`config.mk`:
```
export PLATFORM = sky130hd
export DESIGN_NAME = alu_mem_lsu
export DESIGN_NICKNAME = d
export VERILOG_FILES = /design/src/rtl/alu_mem_lsu_pkg.sv /design/src/rtl/alu_mem_lane_align.sv /design/src/rtl/alu_mem_lsu.sv
export SDC_FILE = /design/constraint.sdc
export NUM_CORES = 1
export LEC_CHECK = 0
export ABC_AREA = 1
export CELL_PAD_IN_SITES_DETAIL_PLACEMENT = 1
export CELL_PAD_IN_SITES_GLOBAL_PLACEMENT = 1
export CORE_MARGIN = 1.5
export CORE_UTILIZATION = 35
export DETAILED_ROUTE_END_ITERATION = 7
export GPL_ROUTABILITY_DRIVEN = 0
export HOLD_SLACK_MARGIN = 0.05
export PLACE_DENSITY_LB_ADDON = 0.1
export SKIP_CTS_REPAIR_TIMING = 1
export SYNTH_ARGS = -nofsm -noshare
export SYNTH_HDL_FRONTEND = slang
export SYNTH_SLANG_ARGS = --single-unit
```
`constraint.sdc`:
```
create_clock -name clk_i -period 4.27 [get_ports clk_i]
set_clock_uncertainty 0.2 [all_clocks]
set_input_delay 0.854 -clock clk_i [delete_from_list [all_inputs] [get_ports clk_i]]
set_output_delay 0.854 -clock clk_i [all_outputs]
set_load 0.01 [all_outputs]
```
`src/rtl/alu_mem_lsu_pkg.sv`:
```
// ---------------------------------------------------------------------------
// alu_mem_lsu_pkg
// Shared types for the load/store unit of the simple processor.
//   func_t      : execute-stage operation code; only LOAD and STORE reach memory
//   mem_size_t  : access size (BYTE/HALF/WORD/DOUBLE)
//   lsu_state_t : load/store unit state machine encoding
//   LSU_TMO_W   : minimum width of the memory timeout counter
// ---------------------------------------------------------------------------
package alu_mem_lsu_pkg;

  // Default datapath width of the processor.
  localparam int DEFAULT_DATA_WIDTH = 32;

  // Operation codes coming from the execute stage. The ALU codes are listed so
  // that the unit can recognise and reject them.
  typedef enum logic [3:0] {
    FUNC_ADD = 4'd0,
    FUNC_SUB = 4'd1,
    FUNC_AND = 4'd2,
    FUNC_OR  = 4'd3,
    FUNC_XOR = 4'd4,
    FUNC_SLL = 4'd5,
    FUNC_SRL = 4'd6,
    FUNC_SRA = 4'd7,
    FUNC_SLT = 4'd8,
    LOAD     = 4'd9,
    STORE    = 4'd10
  } func_t;

  typedef enum logic [1:0] {
    BYTE   = 2'd0,
    HALF   = 2'd1,
    WORD   = 2'd2,
    DOUBLE = 2'd3
  } mem_size_t;

  typedef enum logic [1:0] {
    LSU_IDLE = 2'd0,
    LSU_REQ  = 2'd1,
    LSU_WAIT = 2'd2,
    LSU_RESP = 2'd3
  } lsu_state_t;

  // Largest timeout the counter is sized for by default; one spare bit keeps
  // the counter from wrapping in the cycle it reaches the limit.
  localparam int LSU_TIMEOUT_MAX = 255;
  localparam int LSU_TMO_W       = $clog2(LSU_TIMEOUT_MAX) + 1;

  // An access is aligned when the address is a multiple of its size.
  function automatic logic is_misaligned(input mem_size_t size, input logic [2:0] addr_lo);
    logic mis;
    mis = 1'b0;
    case (size)
      HALF:    mis = addr_lo[0];
      WORD:    mis = |addr_lo[1:0];
      DOUBLE:  mis = |addr_lo[2:0];
      default: mis = 1'b0;
    endcase
    return mis;
  endfunction

endpackage

```
`src/rtl/alu_mem_lane_align.sv`:
```
// ---------------------------------------------------------------------------
// alu_mem_lane_align
// Purely combinational lane steering for the load/store unit.
//   size       : access size
//   offset     : byte offset of the access within the memory word
//   sign_ext   : 1 = sign-extend loads, 0 = zero-extend
//   store_data : right-aligned store data
//   load_word  : full word returned by memory
//   be         : byte enables for the access
//   wdata      : store data replicated across every lane
//   load_data  : extracted and extended load result
// ---------------------------------------------------------------------------
module alu_mem_lane_align
  import alu_mem_lsu_pkg::*;
#(
  parameter int DATA_WIDTH = DEFAULT_DATA_WIDTH,
  localparam int NB    = DATA_WIDTH / 8,
  localparam int OFF_W = $clog2(NB)
) (
  input  mem_size_t             size,
  input  logic [OFF_W-1:0]      offset,
  input  logic                  sign_ext,
  input  logic [DATA_WIDTH-1:0] store_data,
  input  logic [DATA_WIDTH-1:0] load_word,
  output logic [NB-1:0]         be,
  output logic [DATA_WIDTH-1:0] wdata,
  output logic [DATA_WIDTH-1:0] load_data
);

  logic [NB-1:0]         lane_mask;
  logic [DATA_WIDTH-1:0] shifted;
  logic [DATA_WIDTH-1:0] keep;
  logic                  msb;

  // Byte enables are a run of 'bytes' ones shifted up to the access offset.
  // Store data is replicated so the addressed lane carries it whatever the
  // offset, which means the memory only has to honour the byte enables.
  always_comb begin
    lane_mask = '0;
    wdata     = store_data;
    case (size)
      BYTE: begin
        lane_mask = NB'(1);
        wdata     = {NB{store_data[7:0]}};
      end
      HALF: begin
        lane_mask = NB'(2'b11);
        wdata     = {(NB/2){store_data[15:0]}};
      end
      WORD: begin
        lane_mask = NB'(4'hF);
        wdata     = {(NB/4){store_data[31:0]}};
      end
      default: begin
        lane_mask = '1;
        wdata     = store_data;
      end
    endcase
    be = lane_mask << offset;
  end

  // Loads bring the addressed lane down to bit 0, keep only the access width
  // and fill the upper bits with the lane's top bit when sign-extending.
  // Masks are used instead of part-selects so a full-width WORD on a 32-bit
  // datapath needs no empty range.
  always_comb begin
    shifted = load_word >> {offset, 3'b000};
    keep    = '1;
    msb     = 1'b0;
    case (size)
      BYTE: begin
        keep = DATA_WIDTH'(8'hFF);
        msb  = shifted[7];
      end
      HALF: begin
        keep = DATA_WIDTH'(16'hFFFF);
        msb  = shifted[15];
      end
      WORD: begin
        keep = DATA_WIDTH'(32'hFFFF_FFFF);
        msb  = shifted[31];
      end
      default: begin
        keep = '1;
        msb  = 1'b0;
      end
    endcase
    load_data = (shifted & keep) | ((sign_ext && msb) ? ~keep : '0);
  end

endmodule

```
`src/rtl/alu_mem_lsu.sv`:
```
// ---------------------------------------------------------------------------
// alu_mem_lsu
// Load/store unit between the execute stage and the data-memory port.
//   clk_i, arst_ni                : clock, asynchronous active-low reset
//   req_valid_i/req_ready_o       : operation handshake (ready only in IDLE)
//   func_i, size_i, sign_ext_i    : operation, access size, load extension
//   rs1_data_i, rs2_data_i        : byte address, right-aligned store data
//   rsp_valid_o/rsp_ready_i       : response handshake
//   rd_data_o, err_o              : load result / error flag
//   mem_req_o, mem_we_o, mem_addr_o, mem_be_o, mem_wdata_o : memory request
//   mem_gnt_i, mem_rvalid_i, mem_rdata_i                    : memory reply
// ---------------------------------------------------------------------------
module alu_mem_lsu
  import alu_mem_lsu_pkg::*;
#(
  parameter int DATA_WIDTH     = DEFAULT_DATA_WIDTH,
  parameter int ADDR_WIDTH     = 32,
  parameter int TIMEOUT_CYCLES = 255,
  localparam int NB    = DATA_WIDTH / 8,
  localparam int OFF_W = $clog2(NB)
) (
  input  logic                  clk_i,
  input  logic                  arst_ni,
  input  logic                  req_valid_i,
  output logic                  req_ready_o,
  input  func_t                 func_i,
  input  mem_size_t             size_i,
  input  logic                  sign_ext_i,
  input  logic [DATA_WIDTH-1:0] rs1_data_i,
  input  logic [DATA_WIDTH-1:0] rs2_data_i,
  output logic                  rsp_valid_o,
  input  logic                  rsp_ready_i,
  output logic [DATA_WIDTH-1:0] rd_data_o,
  output logic                  err_o,
  output logic                  mem_req_o,
  output logic                  mem_we_o,
  output logic [ADDR_WIDTH-1:0] mem_addr_o,
  output logic [NB-1:0]         mem_be_o,
  output logic [DATA_WIDTH-1:0] mem_wdata_o,
  input  logic                  mem_gnt_i,
  input  logic                  mem_rvalid_i,
  input  logic [DATA_WIDTH-1:0] mem_rdata_i
);

  // The counter must hold TIMEOUT_CYCLES+1 without wrapping.
  localparam int CNT_NEED = $clog2(TIMEOUT_CYCLES + 2);
  localparam int CNT_W    = (CNT_NEED > LSU_TMO_W) ? CNT_NEED : LSU_TMO_W;

  lsu_state_t            state_q, state_d;
  func_t                 func_q;
  mem_size_t             size_q;
  logic                  sign_q;
  logic [ADDR_WIDTH-1:0] addr_q;
  logic [OFF_W-1:0]      off_q;
  logic [DATA_WIDTH-1:0] wdata_q;
  logic [CNT_W-1:0]      cnt_q;
  logic [DATA_WIDTH-1:0] rd_data_q;
  logic                  err_q;

  logic                  illegal;
  logic                  timeout_hit;
  logic                  in_req;
  logic [NB-1:0]         lane_be;
  logic [DATA_WIDTH-1:0] lane_wdata;
  logic [DATA_WIDTH-1:0] load_data;

  // Address bits above ADDR_WIDTH are deliberately dropped.
  if (DATA_WIDTH > ADDR_WIDTH) begin : g_addr_hi
    logic unused_addr_hi;
    assign unused_addr_hi = ^rs1_data_i[DATA_WIDTH-1:ADDR_WIDTH];
  end

  // An offered operation is rejected without touching memory when it is not a
  // memory op, asks for DOUBLE on a 32-bit datapath, or is misaligned.
  always_comb begin
    illegal = 1'b0;
    if ((func_i != LOAD) && (func_i != STORE)) illegal = 1'b1;
    if ((size_i == DOUBLE) && (DATA_WIDTH == 32)) illegal = 1'b1;
    if (is_misaligned(size_i, rs1_data_i[2:0])) illegal = 1'b1;
  end

  assign timeout_hit = (cnt_q == CNT_W'(TIMEOUT_CYCLES));

  // State register; reset returns to IDLE immediately, which also drops
  // mem_req_o because it is decoded from the state.
  always_ff @(posedge clk_i or negedge arst_ni) begin
    if (!arst_ni) state_q <= LSU_IDLE;
    else          state_q <= state_d;
  end

  // Next-state logic. A grant or read-valid arriving in the same cycle the
  // counter reaches the limit wins over the timeout.
  always_comb begin
    state_d = state_q;
    case (state_q)
      LSU_IDLE: begin
        if (req_valid_i) state_d = illegal ? LSU_RESP : LSU_REQ;
      end
      LSU_REQ: begin
        if (mem_gnt_i)        state_d = (func_q == STORE) ? LSU_RESP : LSU_WAIT;
        else if (timeout_hit) state_d = LSU_RESP;
      end
      LSU_WAIT: begin
        if (mem_rvalid_i)     state_d = LSU_RESP;
        else if (timeout_hit) state_d = LSU_RESP;
      end
      LSU_RESP: begin
        if (rsp_ready_i) state_d = LSU_IDLE;
      end
      default: state_d = LSU_IDLE;
    endcase
  end

  // Operation latches, timeout counter and response registers. The response
  // is built on the way into RESP so rd_data_o/err_o come straight from flops
  // and stay put until the consumer takes them. rvalid outside WAIT is simply
  // never looked at.
  always_ff @(posedge clk_i or negedge arst_ni) begin
    if (!arst_ni) begin
      func_q    <= FUNC_ADD;
      size_q    <= BYTE;
      sign_q    <= 1'b0;
      addr_q    <= '0;
      off_q     <= '0;
      wdata_q   <= '0;
      cnt_q     <= '0;
      rd_data_q <= '0;
      err_q     <= 1'b0;
    end else begin
      case (state_q)
        LSU_IDLE: begin
          if (req_valid_i) begin
            func_q    <= func_i;
            size_q    <= size_i;
            sign_q    <= sign_ext_i;
            addr_q    <= rs1_data_i[ADDR_WIDTH-1:0];
            off_q     <= rs1_data_i[OFF_W-1:0];
            wdata_q   <= rs2_data_i;
            cnt_q     <= '0;
            rd_data_q <= '0;
            err_q     <= illegal;
          end
        end
        LSU_REQ: begin
          if (mem_gnt_i) begin
            cnt_q <= '0;
          end else begin
            cnt_q <= cnt_q + 1'b1;
            if (timeout_hit) err_q <= 1'b1;
          end
        end
        LSU_WAIT: begin
          if (mem_rvalid_i) begin
            rd_data_q <= load_data;
          end else begin
            cnt_q <= cnt_q + 1'b1;
            if (timeout_hit) err_q <= 1'b1;
          end
        end
        LSU_RESP: begin
          if (rsp_ready_i) begin
            rd_data_q <= '0;
            err_q     <= 1'b0;
          end
        end
        default: ;
      endcase
    end
  end

  alu_mem_lane_align #(
    .DATA_WIDTH(DATA_WIDTH)
  ) u_lane_align (
    .size      (size_q),
    .offset    (off_q),
    .sign_ext  (sign_q),
    .store_data(wdata_q),
    .load_word (mem_rdata_i),
    .be        (lane_be),
    .wdata     (lane_wdata),
    .load_data (load_data)
  );

  // Memory-side outputs are only non-zero while requesting; everything is a
  // function of state and latched registers.
  assign in_req      = (state_q == LSU_REQ);
  assign mem_req_o   = in_req;
  assign mem_we_o    = in_req && (func_q == STORE);
  assign mem_addr_o  = in_req ? {addr_q[ADDR_WIDTH-1:OFF_W], OFF_W'(0)} : '0;
  assign mem_be_o    = in_req ? lane_be : '0;
  assign mem_wdata_o = in_req ? lane_wdata : '0;

  assign req_ready_o = (state_q == LSU_IDLE);
  assign rsp_valid_o = (state_q == LSU_RESP);
  assign rd_data_o   = rd_data_q;
  assign err_o       = err_q;

endmodule

```
## Word-level counts from Yosys, hierarchy flattened

Index checks and enable logic that the tools add are counted.

| storage, ports and cells | value |
|---|---|
| output and inout port bits | 105 |
| flip-flop bits (word level) | 117 |

| operators by class | value |
|---|---|
| equal/unequal tests | 17 |
| bitwise operators | 3 |
| reduce and logical (&&, ||, !) cells | 14 |
| shift-type cells | 2 |
| mux-type cells | 34 |
| add/sub/neg operators | 1 |

Operators by type and width:

| cell | number |
|---|---|
| 32-bit 2-to-1 mux | 6 |
| 32-bit one-hot mux with 2 select lines | 2 |
| 32-bit one-hot mux with 3 select lines | 1 |
| 32-bit AND | 1 |
| 32-bit inverter | 1 |
| 32-bit bitwise OR | 1 |
| 32-bit by 5-bit right shift with 32-bit output | 1 |
| 9-bit 2-to-1 mux | 3 |
| 9-bit one-hot mux with 3 select lines | 1 |
| 2-bit 2-to-1 mux | 6 |
| 2-bit equality test (second input constant) | 5 |
| 9-bit by 1-bit adder with 9-bit output (second input constant) | 1 |
| 9-bit by 8-bit equality test with 1-bit output (second input constant) | 1 |
| 1-bit 2-to-1 mux | 9 |
| 2-bit inequality test (second input constant) | 4 |
| 4-bit inequality test (second input constant) | 2 |
| 2-bit one-hot mux with 4 select lines | 1 |
| 4-bit one-hot mux with 2 select lines | 1 |
| 4-bit AND reduction | 2 |
| 2-bit by 1-bit equality test with 1-bit output (second input constant) | 3 |
| 1-bit one-hot mux with 3 select lines | 2 |
| 3-bit nonzero test | 2 |
| 4-bit equality test (second input constant) | 1 |
| 2-bit zero test | 2 |
| other kinds (9) | 12 |

## Depth between registers and ports, before layout

Gate-level depths: netlist of the first run.

| depth | value |
|---|---|
| depth after elaboration | 8 |
| depth in mapped cells | 12 |
| mapped depth without buffers | 12 |

## Cells and area by module

From an unflattened synthesis of the first run, not the netlist that was laid out.

| second synthesis, totals | value |
|---|---|
| cells, all modules | 820 |
| area, all modules | 6722.7 um^2 |

By module, submodules not included:

| module | times used | seq. area each (um^2) | area each (um^2) | cells each |
|---|---|---|---|---|
| alu_mem_lsu | 1 | 2877.8 | 5547.8 | 558 |
| alu_mem_lane_align | 1 | 0.0 | 1174.9 | 262 |

## Worst setup path before layout of the first run

Ideal clock, no wire load.

| timing path | value |
|---|---|
| path type | register -> output |
| start point | reg state_q[1] |
| end point | out mem_wdata_o[22] |
| arrival | 1.533 ns |
| stages on the path, launching flop included | 7 |
| required time | 3.216 ns |
| path buffers | 2 |
| path slack | 1.683 ns |
| cells stage by stage | dfrtp_1 inv_1 ha_1 clkbuf_1 clkbuf_1 o21ai_0 nor2_1 |

| between the ends | value |
|---|---|
| cells in the longest elaborated chain, start to end | 2 |

RTL lines:

| what | RTL line | text |
|---|---|---|
| start, declared | alu_mem_lsu.sv:49 | `lsu_state_t state_q, state_d;` |
| start signal, assigned | alu_mem_lsu.sv:88 | `else state_q <= state_d;` |
| 2-bit by 1-bit equality test with 1-bit output | alu_mem_lsu.sv:186 | `assign in_req = (state_q == LSU_REQ);` |
| net mem_req_o | alu_mem_lsu.sv:35 | `output logic mem_req_o,` |
| 32-bit 2-to-1 mux | alu_mem_lsu.sv:191 | `assign mem_wdata_o = in_req ? lane_wdata : '0;` |
| end, declared | alu_mem_lsu.sv:39 | `output logic [DATA_WIDTH-1:0] mem_wdata_o,` |

The timed path passes the listed nets, and every way through them passes these cells.

## Final worst setup path of the first run

| timing path | value |
|---|---|
| start point | reg state_q[1] |
| end point | out mem_be_o[1] |

| between the ends | value |
|---|---|
| cells in the longest elaborated chain, start to end | 2 |

RTL lines:

| what | RTL line | text |
|---|---|---|
| 2-bit by 1-bit equality test with 1-bit output | alu_mem_lsu.sv:186 |  |
| 4-bit 2-to-1 mux | alu_mem_lsu.sv:190 | `assign mem_be_o = in_req ? lane_be : '0;` |
| end, declared | alu_mem_lsu.sv:38 | `output logic [NB-1:0] mem_be_o,` |

No other way between the ends.

==> results.md, run 1 <==
- The data arrival time of the worst path is 2.81 ns.
- The core area is 16760 µm².
- Clock-pin slew was measured on the worst setup and hold paths at 0.05 ns.
- In this run the critical register-to-register path is captured at rd_data_o[14].
- The most heavily used metal layer in global routing is met2.
- Using the TritonRoute via totals, the vias-per-cell ratio works out to 4.960.
- In this run, synthesis inferred 0 flip-flops with an integrated enable.
- The met3 demand-to-capacity share in global routing is 5.745%.
- The critical path capture point type is an output pin.
- The aggregate negative setup slack is 0 ns.
- The wire length reported by the detailed router is 20010 µm.
- Of the available clock period, the critical path in the final layout requires 90.40%.
- The via count is 5739.
- The number of max-capacitance violations reported is 0.
- The residual overflow from global routing is 0.
- The number of antenna repair diodes is 0.
- The maximum resistive drop on vdd is 0.3954 mV.
- Of all flip-flops after synthesis, the portion carrying an async set or reset was 100.0%.
- Port buffering added 211 buffers.
- The clock reaches the later pin of the worst-skew pair after 0.41 ns.
- The total global-route track usage is 23.22%.
- The post-route netlist has 11.74% of its cells at a drive strength greater than 1.
- The remaining antenna violation count is 0.
- After the last flow step, the layout net total stands at 1042.
- In the synthesized netlist, the number of instances is 729.
- Yosys printed 0 warnings.
- Derived from the worst setup path, the maximum achievable clock frequency is 259.0 MHz.
- Of the synthesized area, sequential elements account for 47.59%.
- In the layout the commonest cells are 210 x sky130_fd_sc_hd__clkdlybuf4s50_1, 194 x sky130_fd_sc_hd__nand2_1, 115 x sky130_fd_sc_hd__dfrtp_1, 82 x sky130_fd_sc_hd__nor2_1, 76 x sky130_fd_sc_hd__inv_1.
- 214 I/O pins were placed.
- For this design, the sink count on the clock tree is 115.
- The final number of hold-violating endpoints is 0.
- The number of placement rows is 47.
- For this block, the initial DRC count from the detailed router was 280.
- CTS placed an instance of sky130_fd_sc_hd__clkbuf_16 at the clock tree root.
- The count of cells along the worst register-to-register path is 9.
- By startpoint and endpoint, the worst setup path is classified as reg -> out.
- The final routed wire length divided by cell count is 17.29 µm.
- The leading register cell type out of synthesis is sky130_fd_sc_hd__dfrtp_1.
- The floorplan step defined a die boundary enclosing 18080 µm².
- The synthesized area per cell is 8.295 µm².
- The post-synthesis instance area is 6047 µm².
- The horizontal extent of the die is 134.4 µm.
- The worst pin sits at a relative slew slack of 32.51%.
- The pre-antenna-repair detailed-routing pass consisted of 4 iterations.
- The TritonCTS clock tree is built.
- Leaving out fill and tap cells, the most frequent cell in the layout is sky130_fd_sc_hd__clkdlybuf4s50_1.
- The required arrival time at the worst endpoint is 3.22 ns.
- The register bit total from synthesis is 115.
- The measured slew at the worst slew-check pin is 1.012 ns.
- The number of different library cells in the post-synthesis netlist is 32.
- At the end of the flow the core is filled with cells to 52.77%.
- For this design the ratio of total power to cell area is 721.7 nW/µm².
- The leakage power of the design is 4.217 nW.
- The worst reg-to-reg setup slack is 1.33 ns.
- The number of fillers in the final layout is 1980.
- In this run the worst path has a maximum fanout of 38.
- The number of antenna violations at the first check in global routing is 0.
- The run finished with clean final reports.
- From bottom edge to top edge, the die measures 134.4 µm.
- The met2 track demand over resource in global routing is 38.97%.
- The H-tree was split into 4 levels.
- The clock passes through at most 2 buffers.
- The initial core utilization is 36.08%.
- The number of global-route vias before repair came to 6260.
- Relative to the synthesized area, the layout overhead comes to 46.27%.
- Setup violations remaining at the end of the flow were counted as 0.
- For this run, design rule violations remaining after detail routing come to 0.
- The worst setup path is launched from a register.
- The shortest period the worst path allows is 3.860 ns.
- The first global-routing pass estimated 32850 µm of wire.
- Setup repair after global routing left no endpoint under its margin.
- The startpoint identified for the worst register-to-register timing path is addr_q[0].
- The met1 track demand over resource in global routing is 28.55%.
- In this run, CTS created clock tree buffers numbering 17.
- The path class of the tightest hold or removal check is in -> async.
- The max-slew violation count was 0.
- Entering global routing, the biggest net connects 80 pins.
- The estimated wirelength of the detail-placed design is 14630 µm.
## synth_stat cells, drive strengths merged (9+ instances only)
master	number	area share, %
mux2	63	12
o21ai	42	3.7
buf	31	2.9
nand3	42	3.5
a21oi	21	1.7
dfrtp	115	48
clkbuf	9	0.56
nand2	199	13
inv	80	5.0
nor2	83	5.4
o22ai	9	0.93
## stage by stage
stage | hold WS [ns] | setup slack, ns | instances | power [W] | instance area, µm²
after floorplan | 0.2529 | 1.683 | 730 | 0.003666 | 6051
after global placement | 0.2610 | 1.008 | 1128 | 0.004931 | 8287
after detailed placement | 0.2675 | 0.8324 | 1128 | 0.005044 | 8287
after CTS | 0.2792 | 0.3947 | 1157 | 0.006458 | 8845
after global routing | 0.3053 | 0.2129 | 1157 | 0.006859 | 8845
final | 0.2752 | 0.4097 | 1157 | 0.006383 | 8845
## power by group
| part | internal [W] | leakage, nW | switching, W |
|---|---|---|---|
| Combinational | 0.00145 | 2.51 | 0.00163 |
| Clock | 0.000890 | 0.279 | 0.000480 |
| Sequential | 0.00158 | 1.43 | 0.000350 |
## worst max-delay path, stage by stage, from the launching register on
cell and delay [ns]:
sky130_fd_sc_hd__dfrtp_1 0.41, sky130_fd_sc_hd__inv_1 0.13, sky130_fd_sc_hd__ha_2 0.46, sky130_fd_sc_hd__buf_4 0.43, sky130_fd_sc_hd__o21ai_0 0.19, sky130_fd_sc_hd__nor2_1 0.18, sky130_fd_sc_hd__clkdlybuf4s50_1 0.56
## cell families after synthesis
kind of cell | share of synthesized area, %
AND/OR/NAND/NOR | 22.16
buffers and inverters | 8.525
flip-flops | 47.59
AO/OA/AOI/OAI | 8.691
multiplexers | 11.73
adder cells (fa/ha/maj) | 1.241
other | 0.06201
## area by class of cell
type	instances	area, µm²	share of cell area, %
Clock buffer	23	478.0	5.404
Clock inverter	6	80.08	0.9054
Inverter	81	304.0	3.438
Multi-Input combinational cell	494	2668	30.16
Sequential cell	115	2878	32.54
Tap cell	220	275.3	3.112
Timing Repair Buffer	218	2162	24.44
## worst max-delay path by stage
stage | startpoint | end | slack [ns] | depth (start not counted)
global placement | state_q[1] | mem_we_o | 1.01 | 5
floorplan | state_q[1] | mem_wdata_o[22] | 1.68 | 6
global route | state_q[1] | mem_wdata_o[10] | 0.21 | 6
CTS | state_q[1] | mem_be_o[1] | 0.39 | 6
detailed placement | state_q[1] | mem_be_o[1] | 0.83 | 6
finish | state_q[1] | mem_be_o[1] | 0.41 | 6
## layer usage
layer  vias to the layer above  share of wire (%)
li1                       2728                  -
met1                      2782                 42
met2                       189                 50
met3                        40                5.5
met4                         0                2.9
met5                         -                  0
## registers in the layout (all words and copies together) (netlist names)
| register | flops |
|---|---|
| size_q | 2 |
| addr_q | 32 |
| err_o | 1 |
| func_q | 4 |
| wdata_q | 32 |
| rd_data_o | 32 |
| sign_q | 1 |
| cnt_q | 9 |
| state_q | 2 |
Power figures use the tool's default switching activity.
==> run 2: changes to the inputs <==
CORE_UTILIZATION = 37   (was 35)
SYNTH_HIERARCHICAL = 1   (was unset)
==> run 2 against run 1 <==
  * Synthesized area increased by 11%
  * Wire length increased by 0.87%
  * Via count increased by 4.8%
  * Cell count increased by 7.8%
  * Sequential power about the same
  * Sequential share of layout area decreased by 2.3 points
  * Highest routed layer unchanged
==> results.md, run 2 <==
- The flow ran to the end, and the final reports show no timing, DRC or antenna violations.
- Setup repair after global routing left no endpoint under its margin.
- The count of endpoints failing setup in the final report is 0 (unchanged).
- The register bit total from synthesis is 115 (unchanged).
- The I/O pin total is 214 (unchanged).
- The net total in the final layout is 1120 (+7.5%).
- The top fanout value on the critical path came to 21 (-45%).
- In the post-synthesis netlist, the biggest area contributors are sky130_fd_sc_hd__dfrtp_1 43%, sky130_fd_sc_hd__nand2_1 14%, sky130_fd_sc_hd__mux2_4 11%.
- The number of buffers on the longest clock path is 2 (unchanged).
- The share of synthesized area occupied by flip-flops and latches is 42.81% (-4.8 points).
- The startpoint identified for the worst register-to-register timing path is size_q[1].
- The residual overflow from global routing was 0 (unchanged).
- The largest net degree at the start of global routing came to 65 (-19%).
- The remaining antenna violation count is 0 (unchanged).
- The count of cells along the worst register-to-register path is 9 (unchanged).
- The source of the critical timing path is size_q[1].
- The clock transition at the registers of the reported paths is 0.05 ns (about the same).
- The wire length the detailed router placed on met1 was 8815 µm (+5.4%).
- The normalized max-slew margin is 45.06% (+13 points).
- The post-detailed-route DRC marker count was 0 (unchanged).
- The max-slew violation count was 0 (unchanged).
- The maximum resistive drop on vdd is 0.4824 mV (+22%).
- The worst setup path is captured at an output pin.
- The data arrival time of the worst path was 2.49 ns (-0.32 ns).
- For this run, the leading register cell type out of synthesis is sky130_fd_sc_hd__dfrtp_1.
- The global-route wire length before repair is 32600 µm (-0.75%).
- The final clock period utilization by the worst path is 82.92% (-7.5 points).
- The worst reg-to-reg setup slack is 1.76 ns (+0.43 ns).
- The shortest period the worst path allows is 3.541 ns (-0.3195 ns).
- Counting instances in the post-synthesis netlist gives the leading cell types as 257 x sky130_fd_sc_hd__nand2_1, 115 x sky130_fd_sc_hd__dfrtp_1, 115 x sky130_fd_sc_hd__inv_1, 52 x sky130_fd_sc_hd__o21ai_0, 50 x sky130_fd_sc_hd__mux2_4.
- The critical path goes through buf_4 > nor2_4 > inv_1 > nand2_1 > nand2_1 > nand2_1 > inv_1 > clkdlybuf4s50_1.
- The post-synthesis instance area came to 6723 µm² (+11%).
- The layout-stage area growth over the synthesis result is 41.73%.
- The number of instances in the synthesized netlist is 820 (+12%).
- The TritonCTS clock tree is built.
- The area share of the leading cell type in the synthesized netlist is 42.81% (-4.8 points).
- The leading cell type by number of instances after synthesis is sky130_fd_sc_hd__nand2_1.
- The leakage power of the design came to 5.081 nW (+21%).
- The fraction of final layout cells with drive strength greater than 1 is 11.98% (+0.24 points).
- The min-delay analysis places its worst path in the category in -> async.
- The number of different library cells in the post-synthesis netlist is 35 (+9.4%).
- The measured slew at the worst slew-check pin is 0.8241 ns (-0.1883 ns).
- The met2 wire length came to 9917 µm (-0.43%).
- The setup slack after placement came to 1.161 ns (+0.3286 ns).
- The number of global-route vias before repair is 6294 (+0.54%).
- The number of port buffers is 211 (unchanged).
- The library cell used most frequently in the layout, excluding fill and tap cells, is sky130_fd_sc_hd__nand2_1.
- The overall die area came to 18990 µm² (+5.0%).
- The total global-route track usage was 22.20% (-1.0 points).
- The minimum hold slack is 0.2785 ns (+0.003295 ns).
- The number of placement rows is 49 (+4.3%).
- The worst stage delay on the critical path is 0.46 ns (-0.10 ns).
- The count of yosys warnings during synthesis is 6 (+6).
- The vertical die dimension is 137.8 µm (+2.5%).
- The TritonCTS sink count is 115 (unchanged).
- In this design, the critical path's most frequently occurring cell is sky130_fd_sc_hd__nand2_1.
- The slowest stage of the critical path belongs to the cell sky130_fd_sc_hd__clkdlybuf4s50_1.
- The final number of hold-violating endpoints came to 0 (unchanged).
- The mux share of post-synthesis cell area is 14.18% (+2.5 points).
- The number of vias per cell is 4.823 (-2.8%).
- After detailed routing, no signal wire sits above met4.
- The met3 layer wire length in the routed design is 1192 µm (+8.3%).
- The aggregate negative setup slack was 0 ns (unchanged).
- The largest family of logic cells by synthesized area is simple AND/OR/NAND/NOR gates.
- The initial core utilization is 37.55% (+1.5 points).
- The power density relative to cell area is 759.2 nW/µm² (+5.2%).
- In the layout the commonest cells are 256 x sky130_fd_sc_hd__nand2_1, 210 x sky130_fd_sc_hd__clkdlybuf4s50_1, 115 x sky130_fd_sc_hd__inv_1, 115 x sky130_fd_sc_hd__dfrtp_1, 52 x sky130_fd_sc_hd__o21ai_0.
- The basic-gate share of the synthesized area counting and, or, nand and nor cells was 22.02% (-0.14 points).
- The fraction of the mapped netlist area in compound gates came to 8.022% (-0.67 points).
- The worst setup path is launched from a register.
- The worst setup margin is 0.7293 ns (+0.3195 ns).
- The async set-or-reset flop fraction in the synthesized netlist is 100.0% (unchanged).
- The count of flip-flops with a built-in enable after synthesis is 0 (unchanged).
- The number of antenna repair diodes is 0 (unchanged).
- The DRC violation total after the first TritonRoute iteration was 303 (+8.2%).
- The number of max-capacitance violations reported is 0 (unchanged).
- The endpoint of the worst-slack reg-to-reg timing path is rd_data_o[28].
- The H-tree level count is 4 (unchanged).
- The core area came to 17900 µm² (+6.8%).
- The total iterations of the first detailed-routing run is 4 (unchanged).
- The area share of xor/xnor cells in the synthesized design is 0.1303% (+0.13 points).
- The clock tree root driver cell is sky130_fd_sc_hd__clkbuf_16.
- The final routed wire length divided by cell count is 16.18 µm (-6.4%).
- The number of antenna violations at the first check in global routing came to 0 (unchanged).
- The largest area contributor in the netlist is sky130_fd_sc_hd__dfrtp_1.
- The source-to-sink clock delay at the later pin of the worst-skew pair came to 0.41 ns (about the same).
- The wire length reported by the detailed router is 20180 µm (+0.87%).
- The peak clock frequency supported by timing came to 282.4 MHz (+9.0%).
- The required arrival time at the worst endpoint was 3.22 ns (about the same).
- The horizontal extent of the die is 137.8 µm (+2.5%).
- The adder and majority cell fraction of the synthesized area is 1.117% (-0.12 points).
- The via count is 6014 (+4.8%).
- The clock buffer count from CTS came to 17 (unchanged).
- The estimated wirelength of the detail-placed design is 14330 µm (-2.1%).
- By startpoint and endpoint, the worst setup path is classified as reg -> out.
- The synthesized area per cell is 8.198 µm² (-1.2%).
-- run 2: cell count changes in the layout (fill, tap and decap cells not counted), moves of 7 or more --
cell	delta
sky130_fd_sc_hd__o22ai_1	-8
sky130_fd_sc_hd__mux2_4	+50
sky130_fd_sc_hd__mux2_2	-49
sky130_fd_sc_hd__o21ai_0	+11
sky130_fd_sc_hd__nor2_1	-43
sky130_fd_sc_hd__a31oi_1	-8
sky130_fd_sc_hd__inv_1	+39
sky130_fd_sc_hd__nand2_1	+62
sky130_fd_sc_hd__o221ai_1	+7
-- run 2: cell type report --
type                    instances  area, µm²
fillers                      2112       8374
multi-input cells             533       3074
flip-flops and latches        115       2878
repair buffers                219       2195
clock buffers                  24      501.7
inverters                     119      446.7
well taps                     229      286.5
clock inverters                 8      146.4
-- run 2: stage by stage --
stage / std cells / power, W / instance area (µm²) / util (%)
final: 1247 / 0.007233 / 9528 / 53.22
after global routing: 1247 / 0.007798 / 9528 / 53.22
after CTS: 1247 / 0.007324 / 9528 / 53.22
after detailed placement: 1215 / 0.005699 / 8880 / 49.60
after global placement: 1215 / 0.005621 / 8880 / 49.60
after floorplan: 821 / 0.004329 / 6726 / -
-- run 2: routing by layer --
layer	vias to the layer above	track usage, %
met5	-	0
met3	17	6.107
met4	0	6.308
met2	133	37.67
li1	2935	-
met1	2929	27.64
-- run 2: worst max-delay path by stage --
stage                            to  slack (ns)
global route        mem_wdata_o[12]        0.56
finish              mem_wdata_o[15]        0.73
floorplan            mem_addr_o[25]        1.87
detailed placement  mem_wdata_o[15]        1.16
CTS                 mem_wdata_o[15]        0.69
global placement    mem_wdata_o[15]        1.21
-- run 2: worst max-delay path: cells and delay by family (launching register included) --
family / cells / cell delay (ns)
buffers and inverters: 4 / 1.08
and+or+nand+nor: 4 / 0.63
DFF: 1 / 0.36
-- run 2: cells by family after synthesis --
kind of cell / after synthesis
compound gates: 97
mux: 68
flops: 115
xor+xnor: 1
buf+inv: 173
fa+ha+maj: 6
other cells: 1
simple gates: 359
-- run 2: report_power, final --
part	switching, W	internal (W)
sequential	0.000370	0.00159
clock	0.000510	0.00105
combinational	0.00197	0.00174
